## src/rtl/uart_rx_cfg_pkg.sv

```systemverilog
`timescale 1ns/1ps
// Shared types, limits and helpers for the configurable UART receiver.
package uart_rx_cfg_pkg;

   typedef enum logic [2:0] {
      ST_IDLE,
      ST_START,
      ST_DATA,
      ST_PARITY,
      ST_STOP,
      ST_WAIT_HIGH
   } rx_state_t;

   localparam int DATA_W_MIN  = 5;
   localparam int DATA_W_MAX  = 9;
   localparam int PRESC_W_MIN = 3;
   localparam int PRESC_MIN   = 4;

   // Wide enough to count start + 9 data + parity + 2 stop bits.
   localparam int BIT_CNT_W = 4;

   localparam logic PAR_EVEN = 1'b0;
   localparam logic PAR_ODD  = 1'b1;

   // Even parity wants an even number of ones over data plus parity bit,
   // odd parity an odd number, so the XOR of everything equals par_typ.
   function automatic logic parity_ok(input logic [DATA_W_MAX-1:0] data,
                                      input logic                  par_bit,
                                      input logic                  par_typ);
      return ((^data) ^ par_bit) == par_typ;
   endfunction

endpackage

```

## src/rtl/uart_rx_cfg_if.sv

```systemverilog
`timescale 1ns/1ps
// Line, configuration and consumer-side signals of the UART receiver.
interface uart_rx_cfg_if #(
   parameter int DATA_W  = 8,
   parameter int PRESC_W = 6
);

   logic               RX_IN;
   logic               PAR_EN;
   logic               PAR_TYP;
   logic               STOP2;
   logic [PRESC_W-1:0] Prescale;
   logic               data_ready;
   logic [DATA_W-1:0]  P_DATA;
   logic               data_valid;
   logic               Parity_error;
   logic               Framing_error;
   logic               Overrun_error;
   logic               Break_det;
   logic               busy;

   // The receiver drives the word and status; the line and consumer drive the rest.
   modport master (
      input  RX_IN, PAR_EN, PAR_TYP, STOP2, Prescale, data_ready,
      output P_DATA, data_valid, Parity_error, Framing_error,
             Overrun_error, Break_det, busy
   );

   modport slave (
      output RX_IN, PAR_EN, PAR_TYP, STOP2, Prescale, data_ready,
      input  P_DATA, data_valid, Parity_error, Framing_error,
             Overrun_error, Break_det, busy
   );

endinterface

```

## src/rtl/uart_rx_cfg_sampler.sv

```systemverilog
`timescale 1ns/1ps
// Bit timing for the UART receiver: edge/bit counters and the sample strobe.
// Define UART_RX_MAJ_VOTE_EN for a 2-of-3 majority around the bit centre.
module uart_rx_sampler
   import uart_rx_cfg_pkg::*;
#(
   parameter int PRESC_W = 6
) (
   input  logic                 CLK,
   input  logic                 RST,
   input  logic                 run,
   input  logic                 rx,
   input  logic [PRESC_W-1:0]   prescale,
   output logic                 stb,
   output logic                 bit_val,
   output logic                 wrap,
   output logic [BIT_CNT_W-1:0] bit_cnt
);

   localparam logic [PRESC_W-1:0] ONE = PRESC_W'(1);

   logic [PRESC_W-1:0] cnt;
   logic [PRESC_W-1:0] half;
   logic [PRESC_W-1:0] dec_pt;

   assign half = prescale >> 1;
   assign wrap = run && (cnt == prescale - ONE);
   assign stb  = run && (cnt == dec_pt);

   // Counters sit at zero whenever no frame is in progress, so a frame
   // always starts counting from the first cycle of START.
   always_ff @(posedge CLK or negedge RST) begin
      if (!RST) begin
         cnt     <= '0;
         bit_cnt <= '0;
      end else if (!run) begin
         cnt     <= '0;
         bit_cnt <= '0;
      end else if (wrap) begin
         cnt     <= '0;
         bit_cnt <= bit_cnt + BIT_CNT_W'(1);
      end else begin
         cnt <= cnt + ONE;
      end
   end

`ifdef UART_RX_MAJ_VOTE_EN
   logic s_early;
   logic s_mid;

   assign dec_pt  = half + ONE;
   assign bit_val = (s_early & s_mid) | (s_early & rx) | (s_mid & rx);

   // Capture the two samples that precede the decision point.
   always_ff @(posedge CLK or negedge RST) begin
      if (!RST) begin
         s_early <= 1'b1;
         s_mid   <= 1'b1;
      end else begin
         if (run && (cnt == half - ONE)) s_early <= rx;
         if (run && (cnt == half))       s_mid   <= rx;
      end
   end
`else
   assign dec_pt  = half;
   assign bit_val = rx;
`endif

endmodule

```

## src/rtl/uart_rx_cfg.sv

```systemverilog
`timescale 1ns/1ps
// Configurable UART receiver with parity, break, overrun and a valid/ready output.
// Define UART_RX_MAJ_VOTE_EN for majority-vote bit sampling.
module uart_rx_cfg
   import uart_rx_cfg_pkg::*;
#(
   parameter int DATA_W  = 8,
   parameter int PRESC_W = 6
) (
   input logic           CLK,
   input logic           RST,
   uart_rx_cfg_if.master bus
);

   localparam logic [BIT_CNT_W-1:0] LAST_DATA_BIT = BIT_CNT_W'(DATA_W);

   logic [1:0]           sync_q;
   logic                 rx_s;
   rx_state_t            state;
   logic                 par_en_l;
   logic                 par_typ_l;
   logic                 stop2_l;
   logic [PRESC_W-1:0]   presc_l;
   logic [DATA_W-1:0]    shift_q;
   logic                 par_bit_q;
   logic                 second_stop_q;
   logic                 run;
   logic                 stb;
   logic                 bit_val;
   logic                 wrap;
   logic [BIT_CNT_W-1:0] bit_cnt;
   logic [DATA_W_MAX-1:0] data_ext;
   logic                 par_good;
   logic                 is_break;

   // Idle-high synchroniser so reset never looks like a start bit.
   always_ff @(posedge CLK or negedge RST) begin
      if (!RST) sync_q <= 2'b11;
      else      sync_q <= {sync_q[0], bus.RX_IN};
   end

   assign rx_s = sync_q[1];
   assign run  = (state == ST_START) || (state == ST_DATA) ||
                 (state == ST_PARITY) || (state == ST_STOP);

   uart_rx_sampler #(.PRESC_W(PRESC_W)) u_sampler (
      .CLK      (CLK),
      .RST      (RST),
      .run      (run),
      .rx       (rx_s),
      .prescale (presc_l),
      .stb      (stb),
      .bit_val  (bit_val),
      .wrap     (wrap),
      .bit_cnt  (bit_cnt)
   );

   always_comb begin
      data_ext                = '0;
      data_ext[DATA_W-1:0]    = shift_q;
      par_good                = parity_ok(data_ext, par_bit_q, par_typ_l);
      is_break                = (shift_q == '0) && !(par_en_l && par_bit_q);
   end

   // Frame FSM with registered status outputs. A new word loaded on the
   // same edge as a consumer handshake overrides the clear of data_valid.
   always_ff @(posedge CLK or negedge RST) begin
      if (!RST) begin
         state             <= ST_IDLE;
         par_en_l          <= 1'b0;
         par_typ_l         <= PAR_EVEN;
         stop2_l           <= 1'b0;
         presc_l           <= '0;
         shift_q           <= '0;
         par_bit_q         <= 1'b0;
         second_stop_q     <= 1'b0;
         bus.P_DATA        <= '0;
         bus.data_valid    <= 1'b0;
         bus.Parity_error  <= 1'b0;
         bus.Framing_error <= 1'b0;
         bus.Overrun_error <= 1'b0;
         bus.Break_det     <= 1'b0;
         bus.busy          <= 1'b0;
      end else begin
         bus.Parity_error  <= 1'b0;
         bus.Framing_error <= 1'b0;
         bus.Overrun_error <= 1'b0;
         bus.Break_det     <= 1'b0;
         if (bus.data_valid && bus.data_ready) bus.data_valid <= 1'b0;

         case (state)
            ST_IDLE: begin
               bus.busy <= 1'b0;
               if (!rx_s) begin
                  state         <= ST_START;
                  par_en_l      <= bus.PAR_EN;
                  par_typ_l     <= bus.PAR_TYP;
                  stop2_l       <= bus.STOP2;
                  presc_l       <= bus.Prescale;
                  par_bit_q     <= 1'b0;
                  second_stop_q <= 1'b0;
               end
            end

            ST_START: begin
               if (stb && bit_val) begin
                  state    <= ST_IDLE;
                  bus.busy <= 1'b0;
               end else begin
                  bus.busy <= 1'b1;
                  if (wrap) state <= ST_DATA;
               end
            end

            ST_DATA: begin
               bus.busy <= 1'b1;
               if (stb) shift_q <= {bit_val, shift_q[DATA_W-1:1]};
               if (wrap && (bit_cnt == LAST_DATA_BIT))
                  state <= par_en_l ? ST_PARITY : ST_STOP;
            end

            ST_PARITY: begin
               bus.busy <= 1'b1;
               if (stb)  par_bit_q <= bit_val;
               if (wrap) state     <= ST_STOP;
            end

            // The frame ends at the last stop sample so a slightly early
            // next start bit is still seen from IDLE.
            ST_STOP: begin
               bus.busy <= 1'b1;
               if (stb) begin
                  if (!bit_val) begin
                     state <= ST_WAIT_HIGH;
                     if (!second_stop_q && is_break) begin
                        bus.Break_det <= 1'b1;
                     end else begin
                        bus.Framing_error <= 1'b1;
                        bus.Parity_error  <= par_en_l && !par_good;
                     end
                  end else if (stop2_l && !second_stop_q) begin
                     second_stop_q <= 1'b1;
                  end else begin
                     state    <= ST_IDLE;
                     bus.busy <= 1'b0;
                     if (par_en_l && !par_good) begin
                        bus.Parity_error <= 1'b1;
                     end else if (bus.data_valid && !bus.data_ready) begin
                        bus.Overrun_error <= 1'b1;
                     end else begin
                        bus.P_DATA     <= shift_q;
                        bus.data_valid <= 1'b1;
                     end
                  end
               end
            end

            ST_WAIT_HIGH: begin
               if (rx_s) begin
                  state    <= ST_IDLE;
                  bus.busy <= 1'b0;
               end else begin
                  bus.busy <= 1'b1;
               end
            end

            default: begin
               state    <= ST_IDLE;
               bus.busy <= 1'b0;
            end
         endcase
      end
   end

endmodule

```

## src/flat_wrapper.sv

```systemverilog
// flat-port wrapper written by rule: the top's interface ports become plain ports
module uart_rx_cfg_flat import uart_rx_cfg_pkg::*;
#(
   parameter int DATA_W  = 8,
   parameter int PRESC_W = 6
)
  (CLK, RST, bus_RX_IN, bus_PAR_EN, bus_PAR_TYP, bus_STOP2, bus_Prescale, bus_data_ready, bus_P_DATA, bus_data_valid, bus_Parity_error, bus_Framing_error, bus_Overrun_error, bus_Break_det, bus_busy);
  uart_rx_cfg_if #(.DATA_W(DATA_W), .PRESC_W(PRESC_W)) bus_i ();
  input logic CLK;
  input logic RST;
  input wire logic [$bits(bus_i.RX_IN)-1:0] bus_RX_IN;
  input wire logic [$bits(bus_i.PAR_EN)-1:0] bus_PAR_EN;
  input wire logic [$bits(bus_i.PAR_TYP)-1:0] bus_PAR_TYP;
  input wire logic [$bits(bus_i.STOP2)-1:0] bus_STOP2;
  input wire logic [$bits(bus_i.Prescale)-1:0] bus_Prescale;
  input wire logic [$bits(bus_i.data_ready)-1:0] bus_data_ready;
  output wire logic [$bits(bus_i.P_DATA)-1:0] bus_P_DATA;
  output wire logic [$bits(bus_i.data_valid)-1:0] bus_data_valid;
  output wire logic [$bits(bus_i.Parity_error)-1:0] bus_Parity_error;
  output wire logic [$bits(bus_i.Framing_error)-1:0] bus_Framing_error;
  output wire logic [$bits(bus_i.Overrun_error)-1:0] bus_Overrun_error;
  output wire logic [$bits(bus_i.Break_det)-1:0] bus_Break_det;
  output wire logic [$bits(bus_i.busy)-1:0] bus_busy;
  assign bus_i.RX_IN = bus_RX_IN;
  assign bus_i.PAR_EN = bus_PAR_EN;
  assign bus_i.PAR_TYP = bus_PAR_TYP;
  assign bus_i.STOP2 = bus_STOP2;
  assign bus_i.Prescale = bus_Prescale;
  assign bus_i.data_ready = bus_data_ready;
  assign bus_P_DATA = bus_i.P_DATA;
  assign bus_data_valid = bus_i.data_valid;
  assign bus_Parity_error = bus_i.Parity_error;
  assign bus_Framing_error = bus_i.Framing_error;
  assign bus_Overrun_error = bus_i.Overrun_error;
  assign bus_Break_det = bus_i.Break_det;
  assign bus_busy = bus_i.busy;
  uart_rx_cfg #(.DATA_W(DATA_W), .PRESC_W(PRESC_W)) u_core (.CLK(CLK), .RST(RST), .bus(bus_i));
endmodule
```

## config.mk

```make
export PLATFORM = sky130hd
export DESIGN_NAME = uart_rx_cfg_flat
export DESIGN_NICKNAME = d
export VERILOG_FILES = /design/src/rtl/uart_rx_cfg_pkg.sv /design/src/rtl/uart_rx_cfg_if.sv /design/src/rtl/uart_rx_cfg_sampler.sv /design/src/rtl/uart_rx_cfg.sv /design/src/flat_wrapper.sv
export SDC_FILE = /design/constraint.sdc
export NUM_CORES = 1
export LEC_CHECK = 0
export CAP_MARGIN = 30
export CORE_MARGIN = 5
export CORE_UTILIZATION = 60
export DETAILED_ROUTE_END_ITERATION = 7
export MAX_ROUTING_LAYER = met4
export PLACE_DENSITY_LB_ADDON = 0.05
export SLEW_MARGIN = 5
export SYNTH_ARGS = -nofsm -noshare
export SYNTH_HDL_FRONTEND = slang
export SYNTH_SLANG_ARGS = --single-unit
```

## constraint.sdc

```tcl
create_clock -name CLK -period 3.5 [get_ports CLK]
set_input_delay 0.525 -clock CLK [delete_from_list [all_inputs] [get_ports CLK]]
set_output_delay 0.525 -clock CLK [all_outputs]
set_load 0.02 [all_outputs]
```

==> results of run 1 <==
[routing by layer]
layer  routed length, um  global-route usage  vias to the layer above
li1                    -                   -                      858
met1                1870               0.226                      851
met2                2350               0.337                       40
met3                 207              0.0465                        5
met4                  82              0.0825                        0
met5                   0                   -                        -
[critical path, stage by stage (launching register included)]
cell,delay [ns]
dfrtp_1,0.41
inv_1,0.08
ha_1,0.30
xor2_1,0.15
nand2_1,0.06
nor4b_1,0.49
nand2_2,0.22
a41oi_2,0.31
mux2_1,0.34
[per-stage QoR]
| stage | util | setup WS [ns] |
|---|---|---|
| final | 0.717 | 1.02 |
| after global routing | 0.717 | 0.670 |
| after CTS | 0.717 | 1.01 |
| after detailed placement | 0.694 | 1.04 |
| after global placement | 0.689 | 1.13 |
| after floorplan | - | 1.23 |
[report_power, final]
| group | internal, mW | switching [mW] | total (mW) |
|---|---|---|---|
| Combinational | 0.363 | 0.416 | 0.779 |
| Sequential | 0.669 | 0.161 | 0.830 |
| Clock | 0.161 | 0.170 | 0.331 |
| Total | 1.19 | 0.746 | 1.94 |
[cells in the final DEF (no fill, tap or decap), types with 2 or more instances in the layout]
cell type and n:
dfrtp_1 46, clkdlybuf4s50_1 25, nand2_1 21, nor2_1 19, inv_1 18, o21ai_0 16, mux2_2 15, xnor2_1 14
xor2_1 9, nand3_1 9, a21oi_1 8, ha_1 8, clkbuf_8 6, nor3_1 4, nand2b_1 3, a31oi_1 3
or3_1 2, a2111oi_0 2, mux2i_1 2, clkbuf_1 2, dfstp_2 2
[how the worst max path moves through the flow]
| stage | from | end | slack (ns) | cells after the start |
|---|---|---|---|---|
| after global routing | u_core.presc_l[0] | u_core.state[0] | 0.67 | 8 |
| after CTS | u_core.presc_l[0] | u_core.state[0] | 1.01 | 8 |
| after detailed placement | u_core.presc_l[0] | u_core.state[0] | 1.04 | 8 |
| after global placement | u_core.presc_l[0] | u_core.state[0] | 1.13 | 8 |
| final | u_core.presc_l[0] | u_core.state[0] | 1.02 | 8 |
| after floorplan | u_core.presc_l[0] | u_core.state[0] | 1.23 | 8 |
[state kept, by name, indices dropped and copies added (netlist names)]
signal,flops
u_core.bus.P_DATA,8
u_core.shift_q,8
u_core.presc_l,6
u_core.u_sampler.cnt,6
u_core.u_sampler.bit_cnt,4
u_core.state,3
u_core.sync_q,2
u_core.bus.Break_det,1
u_core.bus.Framing_error,1
u_core.bus.Overrun_error,1
u_core.bus.Parity_error,1
u_core.bus.busy,1
u_core.bus.data_valid,1
u_core.par_bit_q,1
u_core.par_en_l,1
u_core.par_typ_l,1
u_core.second_stop_q,1
u_core.stop2_l,1
[cell families (layout without fill, tap and decap cells)]
group           after synthesis  in the layout  share of synthesized area
compound gates               38             38                     0.0988
xor+xnor                     23             23                     0.0824
fa+ha+maj                     8              8                     0.0409
buf+inv                      26             54                     0.0440
flops                        48             48                      0.492
mux                          19             19                     0.0880
simple gates                 72             72                      0.154
[cell usage after synthesis, types with 2 or more instances]
master     count
a2111oi_0      2
a21oi_1        8
a31oi_1        3
clkbuf_1       5
dfrtp_1       46
dfstp_2        2
ha_1           8
inv_1         18
mux2_2        15
mux2i_1        2
nand2_1       21
nand2b_1       3
nand3_1        9
nor2_1        19
nor3_1         4
o21ai_0       16
or3_1          2
xnor2_1       14
xor2_1         9
[final cells by class]
type | count | share of cell area
clock buffers | 8 | 0.0316
inverters | 18 | 0.0237
multi-input cells | 160 | 0.400
flip-flops and latches | 48 | 0.423
well taps | 50 | 0.0220
repair buffers | 28 | 0.0993
==> reports/qor.csv, run 1 <==
stage,metric,value,unit
run_status,outcome,"finished, final reports clean",
timing,skew,0.00400,ns
pwr,ir_drop,0.360,mV
clocking,cts.sinks,48,
logic_synthesis,ys_types,47,
logic_synthesis,yosysTopAreaCellShare,0.471,
route,vias,1754,
timing,hold_slack,0.177,ns
logic_synthesis,synth_area_leaders,"dfrtp_1 47%, mux2_2 6.9%, xnor2_1 5.0%, ha_1 4.1%, o21ai_0 3.3%",
timing,hold_violations,0,
route,routed_wl,4.51,mm
critical_path,reg2reg_from,u_core.presc_l[0],
clocking,numCtsBuffers,5,
global_route,globalRouteOverflowTotal,0,
clocking,cts_tree,built,
logic_synthesis,synth_area,2440,um^2
critical_path,crit_type,reg -> reg,
logic_synthesis,synth.net_count,255,
critical_path,start_kind,flop,
timing,relSlewSlack,0.599,
route,routedWlPerCell,14.4,um
global_route,grt_pass1_vias,1741,
floorplan,ios,27,
floorplan,dieHeight,73.8,um
timing,rsz0062_at_grt,false,
placement,dpl_cell_area,2760,um^2
placement,place.gp.congestion,0.922,
timing,slew_violations,0,
logic_synthesis,async_reset_ff_frac,1.00,
floorplan,start_util,0.616,
timing,setup-tns-final,0,ns
timing,fmax,403,MHz
placement,dp_hpwl,3.44,mm
timing,setup_viol,0,
pwr,leakagePower,1.25,nW
global_route,grt_pass1_wl,7.91,mm
route,post_drt_via_cell_ratio,5.62,
cells_and_area,area_growth,16.4,%
floorplan,fp.coreArea,3970,um^2
critical_path,reg2reg_depth,8,
logic_synthesis,seq_area_frac_synth,0.492,
cells_and_area,finalNonFillerCells,312,
cells_and_area,layout-drive-gt1-share,0.134,
logic_synthesis,synth_largest_area_cell,dfrtp_1,
global_route,grt_start_max_net_pins,29,
logic_synthesis,ys.flop_type,dfrtp_1,
min_path,min_path_type,in -> async,
cells_and_area,finalNetCount,282,
critical_path,r2r_slack,1.02,ns
logic_synthesis,syn_avg_cell_area,10.4,um^2
logic_synthesis,synthCells,234,
timing,layout_min_cycle_time,2.48,ns
floorplan,die_w,73.8,um
clocking,cts_repair_resize_count,0,
clocking,cts.reportedPaths.clkPinSlew,0.08,ns
cells_and_area,n_fill_cell,293,
clocking,cts-htree-levels,2,
clocking,clock_tree.root_cell,clkbuf_8,
cells_and_area,fin_area,2850,um^2
floorplan,die_area,5450,um^2
timing,tightest_slew,0.598,ns
clocking,hold_buffers,0,
route,drt_iter0_markers,101,
placement,dp_cells,304,
global_route,grtUsageTotal,0.199,
job,drv_cap,0,
cells_and_area,seq_area,1200,um^2
clocking,clk_path_buf_depth,2,
logic_synthesis,ys_ff_latch,48,
route,dr.pass1.iters,4,
global_route,antenna_found_initial,0,
route,ant_nets,0,
critical_path,endpoint_kind,flop,
pwr,finalPower,1.94,mW
route,drt_drc_violations_left,0,
cells_and_area,antenna_cells,0,
critical_path,required,3.68,ns
clocking,postCtsSetupBuffers,0,
clocking,worstSkewPairLatency,0.30,ns
critical_path,crit_path_max_fanout,7,
pwr,cellPowerDensity,681,nW/um^2
critical_path,r2r_end,u_core.state[0],
cells_and_area,multi_input_area,1140,um^2
floorplan,rows,23,
timing,fin_crit_sh,0.709,
placement,io_buffers,26,
logic_synthesis,synth_warnings,0,
critical_path,arrival,2.66,ns
logic_synthesis,synth_edf_count,0,
No activity file was read; power rests on OpenSTA's default activity.
==> run 2: changes to the inputs <==
Settings changed: CORE_UTILIZATION 60 to 56.
Clock period 3.5 ns to 2.5 ns, I/O delays scaled along.
==> run 2 against run 1 <==
  * First-iteration DRC count fell by 18%
  * Flip-flop and latch count did not move
  * Global-route usage fell by 3.1 points
  * Critical path type unchanged
  * Largest cell class unchanged
  * Largest power group is now combinational logic
  * Highest routed layer unchanged
==> reports/qor.csv, run 2 (same netlist as run 1, synthesis figures left out) <==
stage,metric,value,unit,change
run_status,outcome,"finished, final reports clean",,
route,drt_iter0_markers,83,,-18%
timing,setup-tns-final,0,ns,unchanged
cells_and_area,top_regs,"u_core.bus.P_DATA (8), u_core.shift_q (8)",,
clocking,cts.sinks,48,,unchanged
route,dr.pass1.iters,4,,unchanged
global_route,grt_pass1_vias,1679,,-3.6%
critical_path,crit_path_max_fanout,8,,+1
pwr,cellPowerDensity,967,nW/um^2,+42%
timing,hold_violations,0,,unchanged
job,drv_cap,0,,unchanged
global_route,antenna_found_initial,0,,unchanged
critical_path,critPathSlowestCell,or4_4,,
clocking,clock_tree.root_cell,clkbuf_8,,
pwr,combPwrFrac,0.433,,+0.032
placement,io_buffers,26,,unchanged
pwr,power_frac_seq,0.396,,-0.032
cells_and_area,antenna_cells,0,,unchanged
floorplan,ios,27,,unchanged
critical_path,reg2reg_from,u_core.u_sampler.cnt[2],,
clocking,cts_tree,built,,
cells_and_area,finalNetCount,292,,+3.5%
timing,layout_min_cycle_time,2.32,ns,-0.160 ns
pwr,netSwitchingFraction,0.374,,-0.0108
route,drt_drc_violations_left,0,,unchanged
critical_path,start_kind,flop,,
floorplan,start_util,0.569,,-0.0463
pwr,pwr-share-clk,0.171,,about the same
pwr,leakagePower,1.30,nW,+4.1%
critical_path,cp.buffers_inverters,0,,-1
cells_and_area,layout-drive-gt1-share,0.170,,+0.0362
clocking,hold_buffers,0,,unchanged
min_path,min_path_type,in -> async,,
timing,fmax,431,MHz,+6.9%
floorplan,fp.coreArea,4290,um^2,+8.1%
route,post_drt_via_cell_ratio,5.40,,-4.0%
timing,rsz0062_at_grt,false,,
route,vias,1744,,-0.57%
placement,dp_hpwl,3.46,mm,+0.61%
critical_path,endpoint_kind,flop,,
timing,skew,0.00831,ns,+0.00430 ns
cells_and_area,fin_area,2930,um^2,+2.9%
floorplan,rows,24,,+4.3%
critical_path,cp_slowest_stage_delay,0.54,ns,+0.05 ns
cells_and_area,final_util,0.682,,-0.0347
floorplan,dieHeight,76.1,um,+3.0%
floorplan,die_area,5790,um^2,+6.2%
critical_path,required,2.67,ns,-1.01 ns
placement,place.gp.congestion,0.820,,-11%
timing,tightest_slew,0.449,ns,-0.149 ns
clocking,clk_path_buf_depth,2,,unchanged
pwr,internal_power,1.77,mW,+49%
clocking,cts.reportedPaths.clkPinSlew,0.08,ns,about the same
floorplan,die_w,76.1,um,+3.0%
global_route,grt_pass1_wl,7.77,mm,-1.7%
clocking,worstSkewPairLatency,0.30,ns,about the same
route,routedWlPerCell,13.8,um,-4.5%
global_route,globalRouteOverflowTotal,0,,unchanged
route,ant_nets,0,,unchanged
pwr,p_switching,1.06,mW,+42%
clocking,cts-htree-levels,2,,unchanged
critical_path,arrival,2.50,ns,-0.16 ns
critical_path,cp_top_family,simple AND/OR/NAND/NOR gates,,
critical_path,crit_type,reg -> reg,,
global_route,grtUsageTotal,0.169,,-0.0307
timing,setup_viol,0,,unchanged
pwr,finalPower,2.83,mW,+46%
cells_and_area,area_growth,19.8,%,
route,routed_wl,4.46,mm,-1.1%
pwr,ir_drop,0.578,mV,+60%
timing,slew_violations,0,,unchanged
critical_path,r2r_slack,0.18,ns,-0.84 ns
cells_and_area,final_cell_mix,"46 x dfrtp_1, 25 x clkdlybuf4s50_1, 21 x nand2_1",,
cells_and_area,layout_commonest_cell,dfrtp_1,,
clocking,numCtsBuffers,5,,unchanged
placement,dpl_cell_area,2810,um^2,+2.1%
timing,relSlewSlack,0.693,,+0.0944
timing,fin_crit_sh,0.928,,+0.219
critical_path,critical_path.cell_chain,xor2_1 -> or4_4 -> nor3_4 -> nand3_1 -> a41oi_4 -> mux2_1,,
critical_path,reg2reg_depth,6,,-2
global_route,grt_start_max_net_pins,26,,-10%
critical_path,r2r_end,u_core.state[0],,
## run 2: cell types whose count changed in the layout (fill, tap and decap cells not counted), sizes merged
cell / change
clkbuf: -1
buf: +10
## run 2: worst register-to-register path, stage by stage, from the launching register on
cell and delay, ns:
dfrtp_1 0.47, xor2_1 0.18, or4_4 0.54, nor3_4 0.21
nand3_1 0.16, a41oi_4 0.29, mux2_1 0.35
## run 2: final cells by class
cell class | instances | area, um^2
fill | 348 | 1370
sequential | 48 | 1200
multi-input combinational | 160 | 1150
timing repair buffer | 38 | 345
clock buffer | 7 | 96.3
inverter | 18 | 67.6
tap | 52 | 65.1
## run 2: how the worst max path moves through the flow
stage                       startpoint              end  slack [ns]  cells past startpoint
2_1_floorplan        u_core.presc_l[0]  u_core.state[0]        0.23                      8
3_3_place_gp   u_core.u_sampler.cnt[2]  u_core.state[0]        0.19                      6
3_5_place_dp   u_core.u_sampler.cnt[2]  u_core.state[0]        0.10                      6
4_1_cts        u_core.u_sampler.cnt[2]  u_core.state[0]        0.09                      6
5_1_grt              u_core.presc_l[0]  u_core.state[0]        0.01                      9
6_report       u_core.u_sampler.cnt[2]  u_core.state[0]        0.18                      6
## run 2: stage by stage
stage,instances,setup WS [ns],hold WS [ns]
2_1_floorplan,234,0.233,0.0794
3_3_place_gp,315,0.188,0.345
3_5_place_dp,315,0.105,0.350
4_1_cts,322,0.0855,0.0656
5_1_grt,323,0.0126,0.0862
6_report,323,0.179,0.0583
## run 2: layer usage
metal	GRT usage	part of all wire	vias up
met5	-	0	-
met4	0.0577	0.017	0
met3	0.0402	0.046	8
met2	0.264	0.49	30
met1	0.215	0.45	836
li1	-	-	870
## run 2: power by group through the flow
stage / logic (mW) / clock network (mW) / registers, mW
4_1_cts: 1.22 / 0.500 / 1.12
3_3_place_gp: 1.18 / 0 / 1.13
5_1_grt: 1.37 / 0.537 / 1.15
2_1_floorplan: 0.917 / 0 / 1.08
3_5_place_dp: 1.21 / 0 / 1.14
6_report: 1.23 / 0.484 / 1.12
## run 2: repair_timing
action / CTS / global route
gates resized for setup: 0 / 1
setup endpoints to repair: 0 / 1
setup buffers: 0 / 1
==> run 3: changes to the inputs <==
--- a/config.mk
+++ b/config.mk
@@ -8,4 +8,6 @@
 export CAP_MARGIN = 30
+export CELL_PAD_IN_SITES_DETAIL_PLACEMENT = 0
+export CELL_PAD_IN_SITES_GLOBAL_PLACEMENT = 2
 export CORE_MARGIN = 5
-export CORE_UTILIZATION = 56
+export CORE_UTILIZATION = 36
 export DETAILED_ROUTE_END_ITERATION = 7
--- a/constraint.sdc
+++ b/constraint.sdc
@@ -3,2 +3,2 @@
 set_output_delay 0.375 -clock CLK [all_outputs]
-set_load 0.02 [all_outputs]
+set_load 0.05 [all_outputs]
==> run 3 against run 2 <==
  * Combinational power increased by 4%
  * Critical path type unchanged
  * Utilization decreased by 24 points
  * Die area rose by 48%
  * Fmax is 0.52% higher
  * Register-to-register slack barely moved
  * Wire length rose by 11%
  * Largest cell class unchanged
  * Worst hold slack lost 0.019 ns
  * Clock skew fell by 0.0019 ns
  * Cell count is 10% higher
  * Sequential share of layout area shrank 0.69 points
  * Non-clock buffer count grew 4
==> reports/qor.csv, run 3 (same netlist as run 1, synthesis figures left out) <==
stage,metric,value,unit,change
timing,hold_slack,0.0396,ns,-0.0187 ns
critical_path,required,2.69,ns,+0.02 ns
route,post_drt_via_cell_ratio,4.83,,-11%
global_route,grt_start_max_net_pins,26,,unchanged
clocking,cts-htree-levels,2,,unchanged
route,routedWlPerCell,13.9,um,+0.97%
clocking,clock_tree.root_cell,clkbuf_8,,
global_route,globalRouteOverflowTotal,0,,unchanged
critical_path,critical_path.cell_chain,xor2_1 -> or4_4 -> nor3_4 -> nand3_1 -> a41oi_2 -> mux2_1,,
timing,slew_violations,0,,unchanged
timing,rsz0062_at_grt,false,,
cells_and_area,layout-drive-gt1-share,0.185,,+0.0150
pwr,internal_power,1.73,mW,-2.2%
min_path,min_path_type,in -> async,,
clocking,cts_tree,built,,
cells_and_area,finalNetCount,296,,+1.4%
route,ant_nets,0,,unchanged
route,vias,1718,,-1.5%
pwr,power_frac_seq,0.386,,-0.010
pwr,ir_drop,0.421,mV,-27%
critical_path,cp.buffers_inverters,0,,unchanged
critical_path,reg2reg_from,u_core.presc_l[3],,
global_route,busiest_layer,met2,,
clocking,cts.sinks,48,,unchanged
global_route,grtUsageTotal,0.129,,-0.0393
global_route,grt_pass1_wl,8.53,mm,+9.8%
critical_path,cp_top_family,simple AND/OR/NAND/NOR gates,,
pwr,netSwitchingFraction,0.393,,+0.0185
timing,layout_min_cycle_time,2.31,ns,-0.0121 ns
critical_path,critPathSlowestCell,or4_4,,
timing,relSlewSlack,0.646,,-0.0473
timing,fin_crit_sh,0.924,,-0.00484
pwr,pwr-share-clk,0.166,,-0.005
critical_path,cp_slowest_stage_delay,0.54,ns,about the same
pwr,p_switching,1.12,mW,+5.8%
pwr,cellPowerDensity,958,nW/um^2,-0.92%
cells_and_area,fin_area,2980,um^2,+1.7%
placement,dp_hpwl,3.82,mm,+11%
pwr,finalPower,2.85,mW,+0.77%
placement,io_buffers,26,,unchanged
timing,setup_viol,0,,unchanged
timing,worst_slack,0.191,ns,+0.0121 ns
floorplan,ios,27,,unchanged
critical_path,endpoint_kind,flop,,
clocking,cts.reportedPaths.clkPinSlew,0.10,ns,+0.02 ns
placement,dpl_cell_area,2890,um^2,+2.6%
cells_and_area,area_growth,21.9,%,
placement,place.gp.congestion,0.782,,-4.7%
timing,setup-tns-final,0,ns,unchanged
global_route,grt_pass1_vias,1762,,+4.9%
timing,tightest_slew,0.531,ns,+0.0825 ns
timing,fmax,433,MHz,+0.52%
floorplan,dieHeight,92.4,um,+21%
pwr,leakagePower,1.31,nW,+0.57%
floorplan,start_util,0.364,,-0.205
critical_path,crit_path_max_fanout,7,,-1
timing,hold_violations,0,,unchanged
pwr,combPwrFrac,0.448,,+0.015
cells_and_area,final_cell_mix,"46 x dfrtp_1, 25 x clkdlybuf4s50_1, 21 x nand2_1",,
clocking,numCtsBuffers,5,,unchanged
cells_and_area,antenna_cells,0,,unchanged
route,routed_wl,4.96,mm,+11%
route,dr.pass1.iters,4,,unchanged
job,drv_cap,0,,unchanged
floorplan,die_w,92.4,um,+21%
global_route,use_met3,0.0268,,-0.0134
global_route,grtUsageMet2,0.212,,-0.0516
timing,skew,0.00641,ns,-0.00189 ns
route,drt_drc_violations_left,0,,unchanged
cells_and_area,top_regs,"u_core.bus.P_DATA (8), u_core.shift_q (8)",,
global_route,antenna_found_initial,0,,unchanged
clocking,clk_path_buf_depth,2,,unchanged
clocking,worstSkewPairLatency,0.30,ns,about the same
critical_path,cp-startpoint,u_core.presc_l[3],,
cells_and_area,n_fill_cell,663,,+91%
global_route,use_met1,0.163,,-0.0521
placement,post-place-ws,0.150,ns,+0.0448 ns
floorplan,die_area,8540,um^2,+48%
floorplan,fp.coreArea,6720,um^2,+56%
floorplan,rows,30,,+25%
critical_path,arrival,2.50,ns,about the same
run_status,outcome,"finished, final reports clean",,
critical_path,start_kind,flop,,
route,drt_iter0_markers,64,,-23%
critical_path,crit_type,reg -> reg,,
cells_and_area,layout_commonest_cell,dfrtp_1,,
==> run 3: cell count changes in the layout (fill, tap and decap cells not counted), sizes merged <==
cell,before,now
clkinvlp,0,2
clkbuf,7,5
buf,13,17
clkinv,0,1
==> run 3: worst paths after layout <==
path | endpoint | slack [ns] | cells past startpoint
min reg2reg | u_core.sync_q[1] | 0.37 | 0
min in group CLK | u_core.sync_q[1] | 0.37 | 0
min | u_core.bus.P_DATA[4] | 0.04 | 1
max reg2reg | u_core.state[0] | 0.19 | 6
max | u_core.state[0] | 0.19 | 6
max in group asynchronous | u_core.presc_l[3] | 1.76 | 2
==> run 3: area by class of cell <==
class	count	area [um^2]	area share
multi-input cells	160	1140	0.383
well taps	80	100	0.0336
flip-flops and latches	48	1200	0.404
clock buffers	5	68.8	0.0231
repair buffers	42	375	0.126
clock inverters	3	23.8	0.00798
inverters	18	67.6	0.0227
==> run 3: stage by stage <==
step,utilization,cells
2_1_floorplan,-,234
3_3_place_gp,0.430,348
3_5_place_dp,0.430,348
4_1_cts,0.443,356
5_1_grt,0.443,356
6_report,0.443,356
==> run 3: repair_timing <==
action / 4_1_cts / 5_1_grt
hold buffers: 0 / 0
resized for setup: 0 / 0
setup endpoints to repair: 0 / 1
setup buffers: 0 / 0
==> run 3: metal layers <==
metal  vias up  wire length (um)
li1        883                 -
met1       808              2340
met2        25              2460
met3         2               120
met4         0                31
met5         -                 0
==> run 3: power by group through the flow <==
stage	Sequential [mW]	Combinational (mW)	Clock [mW]
2_1_floorplan	1.10	0.917	0
3_3_place_gp	1.12	1.31	0
5_1_grt	1.13	1.44	0.523
4_1_cts	1.11	1.30	0.496
3_5_place_dp	1.12	1.30	0
6_report	1.10	1.28	0.474
==> run 3: worst reg2reg max path: stages, from the launching register on <==
cell,delay (ns)
dfrtp_1,0.44
xor2_1,0.18
or4_4,0.54
nor3_4,0.27
nand3_1,0.14
a41oi_2,0.29
mux2_1,0.35
